===== src/rtl/scd_pkg.sv =====
// Shared definitions for the SCD datapath: SCAD function codes, trap FSM states,
// flag and mode bit positions.
package scd_pkg;

  typedef enum logic [2:0] {
    FN_ADD = 3'd0,
    FN_SUB = 3'd1,
    FN_A   = 3'd2,
    FN_B   = 3'd3,
    FN_INC = 3'd4,
    FN_DEC = 3'd5,
    FN_AND = 3'd6,
    FN_OR  = 3'd7
  } scad_fn_e;

  typedef enum logic [1:0] {
    TRAP_IDLE = 2'd0,
    TRAP_CYC1 = 2'd1,
    TRAP_CYC2 = 2'd2
  } trap_state_e;

  // Flag vector is {OV,CRY0,CRY1,FOV,FXU,FPD,DIV_CHK}; leftmost field is bit 0 (MSB).
  localparam int FLG_OV      = 6;
  localparam int FLG_CRY0    = 5;
  localparam int FLG_CRY1    = 4;
  localparam int FLG_FOV     = 3;
  localparam int FLG_FXU     = 2;
  localparam int FLG_FPD     = 1;
  localparam int FLG_DIV_CHK = 0;

  // Mode vector is {USER,USER_IOT,PUBLIC,PRIVATE,PCP}.
  localparam int MODE_USER     = 4;
  localparam int MODE_USER_IOT = 3;
  localparam int MODE_PUBLIC   = 2;
  localparam int MODE_PRIVATE  = 1;
  localparam int MODE_PCP      = 0;

  // Flags whose 0->1 transition raises trap request 1.
  localparam logic [6:0] TRAP1_FLG_MASK = 7'b1001001;

  localparam logic [9:0] SC_LIMIT = 10'd36;

  function automatic logic [35:0] sext36(input logic [9:0] v);
    return {{26{v[9]}}, v};
  endfunction

endpackage


===== src/rtl/scd_adder.sv =====
// SCAD: 10-bit combinational shift-count adder/logic unit, result wraps mod 1024.
module scd_adder
  import scd_pkg::*;
(
  input  logic [9:0] a,
  input  logic [9:0] b,
  input  logic [2:0] fn,
  output logic [9:0] result
);

  always_comb begin
    result = '0;
    case (fn)
      FN_ADD: result = a + b;
      FN_SUB: result = a - b;
      FN_A:   result = a;
      FN_B:   result = b;
      FN_INC: result = a + 10'd1;
      FN_DEC: result = a - 10'd1;
      FN_AND: result = a & b;
      FN_OR:  result = a | b;
      default: result = '0;
    endcase
  end

endmodule


===== src/rtl/scd_datapath.sv =====
// SCD datapath: SCAD, FE/SC registers, processor flags and mode, address-break
// prevent and the two-level trap request/cycle sequencer.
module scd_datapath
  import scd_pkg::*;
(
  input  logic        clk,
  input  logic        reset_n,
  input  logic [9:0]  scada_in,
  input  logic [9:0]  scadb_in,
  input  logic [2:0]  scad_fn,
  input  logic        fe_load,
  input  logic        sc_load,
  input  logic        sc_sel_armm,
  input  logic        sc_dec,
  input  logic [13:0] armm,
  input  logic [6:0]  flg_in,
  input  logic        flg_set,
  input  logic        flg_load,
  input  logic [4:0]  mode_in,
  input  logic        pdl_ov,
  input  logic        trap_take,
  input  logic        trap_done,
  input  logic        abk_set,
  output logic [35:0] scada,
  output logic [35:0] scadb,
  output logic [9:0]  scad,
  output logic        scad_eq0,
  output logic        scad_sign,
  output logic        cry0,
  output logic [9:0]  fe,
  output logic        fe_sign,
  output logic [9:0]  sc,
  output logic        sc_sign,
  output logic        sc_ge_36,
  output logic [8:0]  armm_upper,
  output logic [4:0]  armm_lower,
  output logic [6:0]  flags,
  output logic [4:0]  mode,
  output logic        trap_req1,
  output logic        trap_req2,
  output logic        trap_cyc1,
  output logic        trap_cyc2,
  output logic        adr_brk_prevent
);

  logic [9:0]  scad_r;
  logic [9:0]  fe_q, sc_q;
  logic [6:0]  flags_q;
  logic [4:0]  mode_q;
  logic        req1_q, req2_q, abk_q;
  logic        take_req1, take_req2, flg_rise;
  trap_state_e state_q, state_d;

  scd_adder u_adder (
    .a      (scada_in),
    .b      (scadb_in),
    .fn     (scad_fn),
    .result (scad_r)
  );

  assign scad       = scad_r;
  assign scad_eq0   = (scad_r == 10'd0);
  assign scad_sign  = scad_r[9];
  assign scada      = sext36(scada_in);
  assign scadb      = sext36(scadb_in);
  assign armm_upper = armm[13:5];
  assign armm_lower = armm[4:0];

  always_ff @(posedge clk or negedge reset_n) begin
    if (!reset_n)     fe_q <= '0;
    else if (fe_load) fe_q <= scad_r;
  end

  // Decrementing from 10'h200 naturally wraps to 10'h1FF.
  always_ff @(posedge clk or negedge reset_n) begin
    if (!reset_n)     sc_q <= '0;
    else if (sc_load) sc_q <= sc_sel_armm ? {5'd0, armm[4:0]} : scad_r;
    else if (sc_dec)  sc_q <= sc_q - 10'd1;
  end

  always_ff @(posedge clk or negedge reset_n) begin
    if (!reset_n) begin
      flags_q <= '0;
      mode_q  <= '0;
    end else if (flg_load) begin
      flags_q <= flg_in;
      mode_q  <= mode_in;
    end else if (flg_set) begin
      flags_q <= flags_q | flg_in;
    end
  end

  // Only a genuine 0->1 set of OV/FOV/DIV_CHK outside PCP mode requests a trap.
  assign flg_rise = flg_set && !flg_load && !mode_q[MODE_PCP] &&
                    ((flg_in & ~flags_q & TRAP1_FLG_MASK) != 7'd0);

  // A new request arriving in the same cycle as its take-clear survives.
  always_ff @(posedge clk or negedge reset_n) begin
    if (!reset_n) begin
      req1_q <= 1'b0;
      req2_q <= 1'b0;
    end else begin
      req1_q <= flg_rise | (req1_q & ~take_req1);
      req2_q <= pdl_ov   | (req2_q & ~take_req2);
    end
  end

  always_ff @(posedge clk or negedge reset_n) begin
    if (!reset_n)                   abk_q <= 1'b0;
    else if (abk_set)               abk_q <= 1'b1;
    else if (trap_done || flg_load) abk_q <= 1'b0;
  end

  always_ff @(posedge clk or negedge reset_n) begin
    if (!reset_n) state_q <= TRAP_IDLE;
    else          state_q <= state_d;
  end

  always_comb begin
    state_d = state_q;
    case (state_q)
      TRAP_IDLE: if (trap_take) begin
        if (req2_q)      state_d = TRAP_CYC2;
        else if (req1_q) state_d = TRAP_CYC1;
      end
      TRAP_CYC1,
      TRAP_CYC2: if (trap_done) state_d = TRAP_IDLE;
      default:   state_d = TRAP_IDLE;
    endcase
  end

  always_comb begin
    trap_cyc1 = (state_q == TRAP_CYC1);
    trap_cyc2 = (state_q == TRAP_CYC2);
    take_req2 = (state_q == TRAP_IDLE) && trap_take && req2_q;
    take_req1 = (state_q == TRAP_IDLE) && trap_take && !req2_q && req1_q;
  end

  assign fe              = fe_q;
  assign fe_sign         = fe_q[9];
  assign sc              = sc_q;
  assign sc_sign         = sc_q[9];
  assign sc_ge_36        = !sc_q[9] && (sc_q >= SC_LIMIT);
  assign flags           = flags_q;
  assign cry0            = flags_q[FLG_CRY0];
  assign mode            = mode_q;
  assign trap_req1       = req1_q;
  assign trap_req2       = req2_q;
  assign adr_brk_prevent = abk_q;

endmodule


===== config.mk =====
export PLATFORM = sky130hd
export DESIGN_NAME = scd_datapath
export DESIGN_NICKNAME = d
export VERILOG_FILES = /design/src/rtl/scd_pkg.sv /design/src/rtl/scd_adder.sv /design/src/rtl/scd_datapath.sv
export SDC_FILE = /design/constraint.sdc
export NUM_CORES = 1
export LEC_CHECK = 0
export CAP_MARGIN = 20
export CORE_AREA = 2 2 137 72
export DETAILED_ROUTE_END_ITERATION = 7
export DIE_AREA = 0 0 139 74
export PLACE_DENSITY = 0.91
export SYNTH_ARGS = -nofsm -noshare
export SYNTH_HDL_FRONTEND = slang
export SYNTH_SLANG_ARGS = --single-unit

===== constraint.sdc =====
create_clock -name clk -period 4.1 [get_ports clk]
set_input_delay 0.615 -clock clk [delete_from_list [all_inputs] [get_ports clk]]
set_output_delay 0.615 -clock clk [all_outputs]
set_load 0.05 [all_outputs]

* Yosys cells after proc, flatten, opt, wreduce, memory -nomap -nowiden *
Index checks and enable logic that the tools add are counted.

word-level totals
  register bits = 37
  bits in latches = 0
  bits in writable memories = 0
  memory bits (read-only) = 0
  input bits = 61
  output and inout bits = 139
  word-level logic and storage cells = 72
  memories kept = 0

cells by class
  $add $sub $neg = 5
  multipliers = 0
  divide/modulo/power cells = 0
  order comparisons = 1
  equality and inequality tests = 12
  shift-type cells = 0
  muxes and demuxes = 13
  bitwise gates (word level) = 11
  reduce and logical (&&, ||, !) cells = 22

operator list
  operator                                               count
  one-hot mux 10 bit (8 select lines)                    1
  two-way mux 10 bit                                     3
  subtractor 10 x 1 -> 10 bit (second input constant)    2
  two-way mux 7 bit                                      2
  equality test 3 bit (second input constant)            4
  adder 10 x 1 -> 10 bit (second input constant)         1
  adder 10 bit                                           1
  bitwise AND 10 bit                                     1
  >= comparator 10 x 6 -> 1 bit (second input constant)  1
  logical NOT 10 bit                                     1
  OR 10 bit                                              1
  subtractor 10 bit                                      1
  logical AND 1 bit                                      8
  two-way mux 2 bit                                      4
  bitwise AND 7 bit                                      1
  inverter 7 bit                                         1
  OR 7 bit                                               1
  nonzero test 7 bit                                     1
  equality test 3 x 2 -> 1 bit (second input constant)   2
  nonzero test 2 bit                                     3
  logical NOT 1 bit                                      4
  != test 2 bit (second input constant)                  2
  one-hot mux 2 bit (2 select lines)                     1
  equality test 3 x 1 -> 1 bit (second input constant)   1
  other kinds (12)                                       16

* Depth between registers and ports, before layout *
  depth in word-level cells = 7
  gate-level depth with buffers = 15
  mapped depth without buffers = 14

* Modules after synthesis *
Synthesis repeated with hierarchy kept, for this count alone.

unflattened totals
  cell total of the unflattened synthesis = 432
  area, all modules = 3554.7 µm²

modules (own cells, without submodules)
  module        times used  cells an instance  area each (µm²)  seq. area each (µm²)
  scd_datapath  1           259                2474.9           925.9
  scd_adder     1           173                1079.8           0.0

* Worst setup path after synthesis *
No wires, ideal clock.

  path type = in2out
  from = in scad_fn[0]
  to = out scad_eq0
  arrival = 4.216 ns
  data required time = 3.485 ns
  setup slack = -0.731 ns
  stages on the path = 15
  path buffers = 1
  cell sequence = clkbuf_1 -> inv_1 -> nor2_1 -> nand2_1 -> a21oi_1 -> a21oi_1 -> ha_1 -> o21a_1 -> o31a_1 -> o41ai_1 -> nand2_1 -> xnor2_1 -> o21ai_1 -> inv_1 -> nor4_2

between the ends
  cells in the longest elaborated chain, start to end = 3
  elaborated cells on any way between the ends = 10
  classes of those cells = eq/ne (7); mux (1); reduce/logical (2)

ends and longest elaborated chain
  item                                         RTL line            RTL
  start, declared                              scd_datapath.sv:10  input logic [2:0] scad_fn,
  equality test 3 bit (tied with other cells)  scd_adder.sv:13     case (fn)
  one-hot mux 10 bit (8 select lines) *        scd_adder.sv:13
  net scad[7]                                  scd_datapath.sv:26  output logic [9:0] scad,
  logical NOT 10 bit *                         scd_datapath.sv:62  assign scad_eq0 = (scad_r == 10'd0);
  end, declared                                scd_datapath.sv:27  output logic scad_eq0,

The timed path passes the listed nets; every way through them passes the cells marked *.

* Final worst setup path *
  from = in scada_in[1]
  to = out scad_eq0

between the ends
  cells in the longest elaborated chain, start to end = 3
  elaborated cells on any way between the ends = 8
  classes of those cells = add/sub (4); mux (1); bitwise (2); reduce/logical (1)

ends and longest elaborated chain
  item                                                 RTL line            RTL
  start, declared                                      scd_datapath.sv:8   input logic [9:0] scada_in,
  subtractor 10 x 1 -> 10 bit (tied with other cells)  scd_adder.sv:19     FN_DEC: result = a - 10'd1;
  one-hot mux 10 bit (8 select lines) *                scd_adder.sv:13
  logical NOT 10 bit *                                 scd_datapath.sv:62

Mark *: on every way between the ends. The rest lies on a longest branch, timed or not.

==> qor.yml <==
pwr:
  power.leakage_nw: 2.454
  power_per_cell_area_nw_per_um2: 390.6
  ir_drop_v: 0.0002851
place:
  dp.cells: 687
  hpwlAfterDp_microns: 9668
  place_congestion: 0.8946
  dp_slack_ns: -0.3835
  io_buffers: 181
hold_path:
  hp-class: "primary input to asynchronous set/reset pin"
timing:
  min_period_ns: 3.997
  fin_skew_ns: 0.003231
  setup_viol: 0
  worst_slew_pin_slew_ns: 0.8462
  relSlewSlack_pct: 43.59
  fin_crit_sh_pct: 97.49
  slew_viol_final: 0
  hold_viol_final: 0
  fmax_mhz: 250.2
  finalWorstSetupSlack_ns: 0.1030
yosys:
  synth_top_area_cell: "dfrtp_1"
  yosys-top-cells-count: "buf_4 (91), a21oi_1 (43), dfrtp_1 (37), nand2_1 (31), inv_1 (29)"
  syn_area_per_cell_sq_um: 8.064
  async_flop_share_pct: 100.0
  syn_nets: 511
  synth.distinct_cells: 55
  yosys_warnings: 0
  synth.most_common_cell: "buf_4"
  synth_top_flop_cell: "dfrtp_1"
  synth_area_sq_um: 3500
  netlist_instances: 434
  synth_top_cells_by_area: "dfrtp_1 (26%), buf_4 (20%), a21oi_1 (6.1%), ha_1 (5.4%), o21ai_0 (3.9%)"
  synth_seq_area_share_pct: 26.46
  ys_seq_elements: 37
  synth_top_area_share_pct: 26.46
  synth-edff-count: 0
drt:
  drc: 0
  drtAntennaViolNets: 0
  via_per_inst: 5.083
  routed_wl_microns: 12420
  drt-initial-drc-count: 288
  firstDrtPassIters: 5
  wire_per_inst_microns: 17.45
  num_vias: 3619
final_layout:
  nNetsFinal: 667
  drive_above_1_share_pct: 26.06
  area_growth_pct: 62.71
  fin_util_pct: 62.34
  finalNonFillerCells: 712
  antenna_cells: 0
global_routing:
  grt-ovfl-total: 0
  grt_max_degree: 38
  grt_usage_pct: 22.58
  antenna_found_initial: 0
  grt_pass1_wl_microns: 18370
  grt_pass1_vias: 3493
floorplan:
  die-area_sq_um: 10290
  die_w_microns: 139
  io_pins: 200
  initial_core_util_pct: 38.32
  row_count: 25
  chipHeight_microns: 74
  design.core.area_sq_um: 9134
clock_network:
  numCtsBuffers: 5
  htree_levels: 2
  cts_hold_buf: 0
  cts_buffer_depth: 2
  clk-insertion-delay-late_ns: 0.28
  clkSinkCount: 37
  clk_pin_slew_ns: 0.06
  cts_root_buf: "clkbuf_16"
  cts_tree: "built"
worst_setup_path:
  crit_path_start_kind: "primary input"
  arrival_ns: 3.38
  critPathCaptureType: "output port"
  crit_type: "primary input to output port"
  worstPathRequired_ns: 3.48
  rr_endpoint: "sc[9]"
  ff2ff_path_depth: 7
  r2r_start: "sc[2]"
  cp_max_fo: 4
  r2r_slack_ns: 2.03
job:
  drv_cap: 0
run_status:
  status: "finished, final reports clean"
logic make-up (layout without fill, tap and decap cells):
kind of cell	count (synthesis)	count (layout)	synth area share (%)
XOR/XNOR	21	21	5.256
AND/OR/NAND/NOR	96	96	13.51
buffers and inverters	136	293	24.56
multiplexers	14	14	4.469
flip-flops	37	37	26.46
adder cells (fa/ha/maj)	16	16	5.935
AO/OA/AOI/OAI	114	114	19.81
layout make-up:
class	instances	area [sq um]
clock inverters	3	17.52
well taps	121	151.4
repair buffers	254	2445
multi-input cells	261	1912
clock buffers	5	125.1
fillers	762	3440
flip-flops and latches	37	925.9
inverters	31	117.6
critical path, stage by stage:
cell             delay (ns)
clkdlybuf4s50_1        0.47
buf_4                  0.18
ha_1                   0.31
nor2b_4                0.14
o31a_1                 0.25
buf_4                  0.15
o21a_1                 0.21
nor3_2                 0.16
o31a_1                 0.18
nand4_1                0.20
nor4_4                 0.35
buf_12                 0.18
placed cells by master, fill, tap and decap left out, types with 2 or more instances in the layout:
cell	netlist	final
clkbuf_16	0	5
o21a_1	4	4
ha_2	0	4
a21o_1	5	5
or2_2	2	2
o21ai_0	27	24
o211ai_1	5	5
nor4_4	1	2
nand2b_1	7	6
nor3_1	13	9
o22ai_1	6	5
inv_2	0	3
a31oi_1	3	2
a21oi_2	1	6
and3_1	2	2
nor2_1	25	23
xnor2_1	9	9
a211oi_2	0	2
nor3_4	0	2
o31a_1	2	2
o21ai_1	4	6
clkbuf_2	0	6
nand2_1	31	30
xor2_1	12	11
nor2b_1	3	2
nand3_1	2	2
mux2_2	9	9
ha_1	15	10
buf_4	91	71
clkdlybuf4s50_1	0	158
a21oi_1	43	36
buf_6	1	3
nor3_2	0	2
inv_1	29	26
clkinv_2	0	3
a21oi_4	0	2
clkdlybuf4s15_1	0	2
dfrtp_1	37	37
mux2i_1	4	4
buf_12	0	11
worst max path at each step:
stage | cells past startpoint | slack (ns) | from | to
after floorplan | 12 | 0.01 | scad_fn[0] | scad_eq0
after global placement | 13 | -0.21 | scadb_in[0] | scad_eq0
after detailed placement | 13 | -0.38 | scadb_in[0] | scad_eq0
after CTS | 13 | 0.02 | scadb_in[6] | scad_eq0
after global routing | 12 | -0.03 | scada_in[1] | scad_eq0
final | 12 | 0.10 | scada_in[1] | scad_eq0
state kept, by name (all words and copies together) (netlist names):
register,cells
fe,10
sc,10
flags,7
mode,5
state_q,2
adr_brk_prevent,1
trap_req1,1
trap_req2,1
report_power, final:
part / total, mW / internal, mW / switching [mW]
combinational: 1.37 / 0.533 / 0.841
clock: 0.368 / 0.223 / 0.145
sequential: 0.483 / 0.428 / 0.0543
total: 2.22 / 1.18 / 1.04
layer usage:
| layer | vias up | part of all wire (%) | global-route usage [%] |
|---|---|---|---|
| li1 | 1702 | - | - |
| met1 | 1741 | 46 | 31.38 |
| met2 | 158 | 46 | 36.56 |
| met3 | 18 | 7.3 | 5.795 |
| met4 | 0 | 0.87 | 4.153 |
| met5 | - | 0 | 0 |
through the flow:
step	area, sq um	hold WS (ns)	total power [mW]	TNS (ns)
3_5_place_dp	5274	0.4951	1.781	-1.080
6_report	5694	0.4394	2.224	0
5_1_grt	5694	0.5209	2.320	-0.02554
3_3_place_gp	5274	0.4621	1.742	-0.4847
4_1_cts	5573	0.4719	2.197	0
2_1_floorplan	3540	0.3194	1.326	0
repair_timing:
| action | 4_1_cts | 5_1_grt |
|---|---|---|
| endpoints found under the setup margin | 6 | 5 |
| gates cloned | 0 | 0 |
| pin swaps | 17 | 32 |
| resized for setup | 29 | 38 |
| setup buffers | 10 | 7 |
No activity file was read; power rests on OpenSTA's default activity.
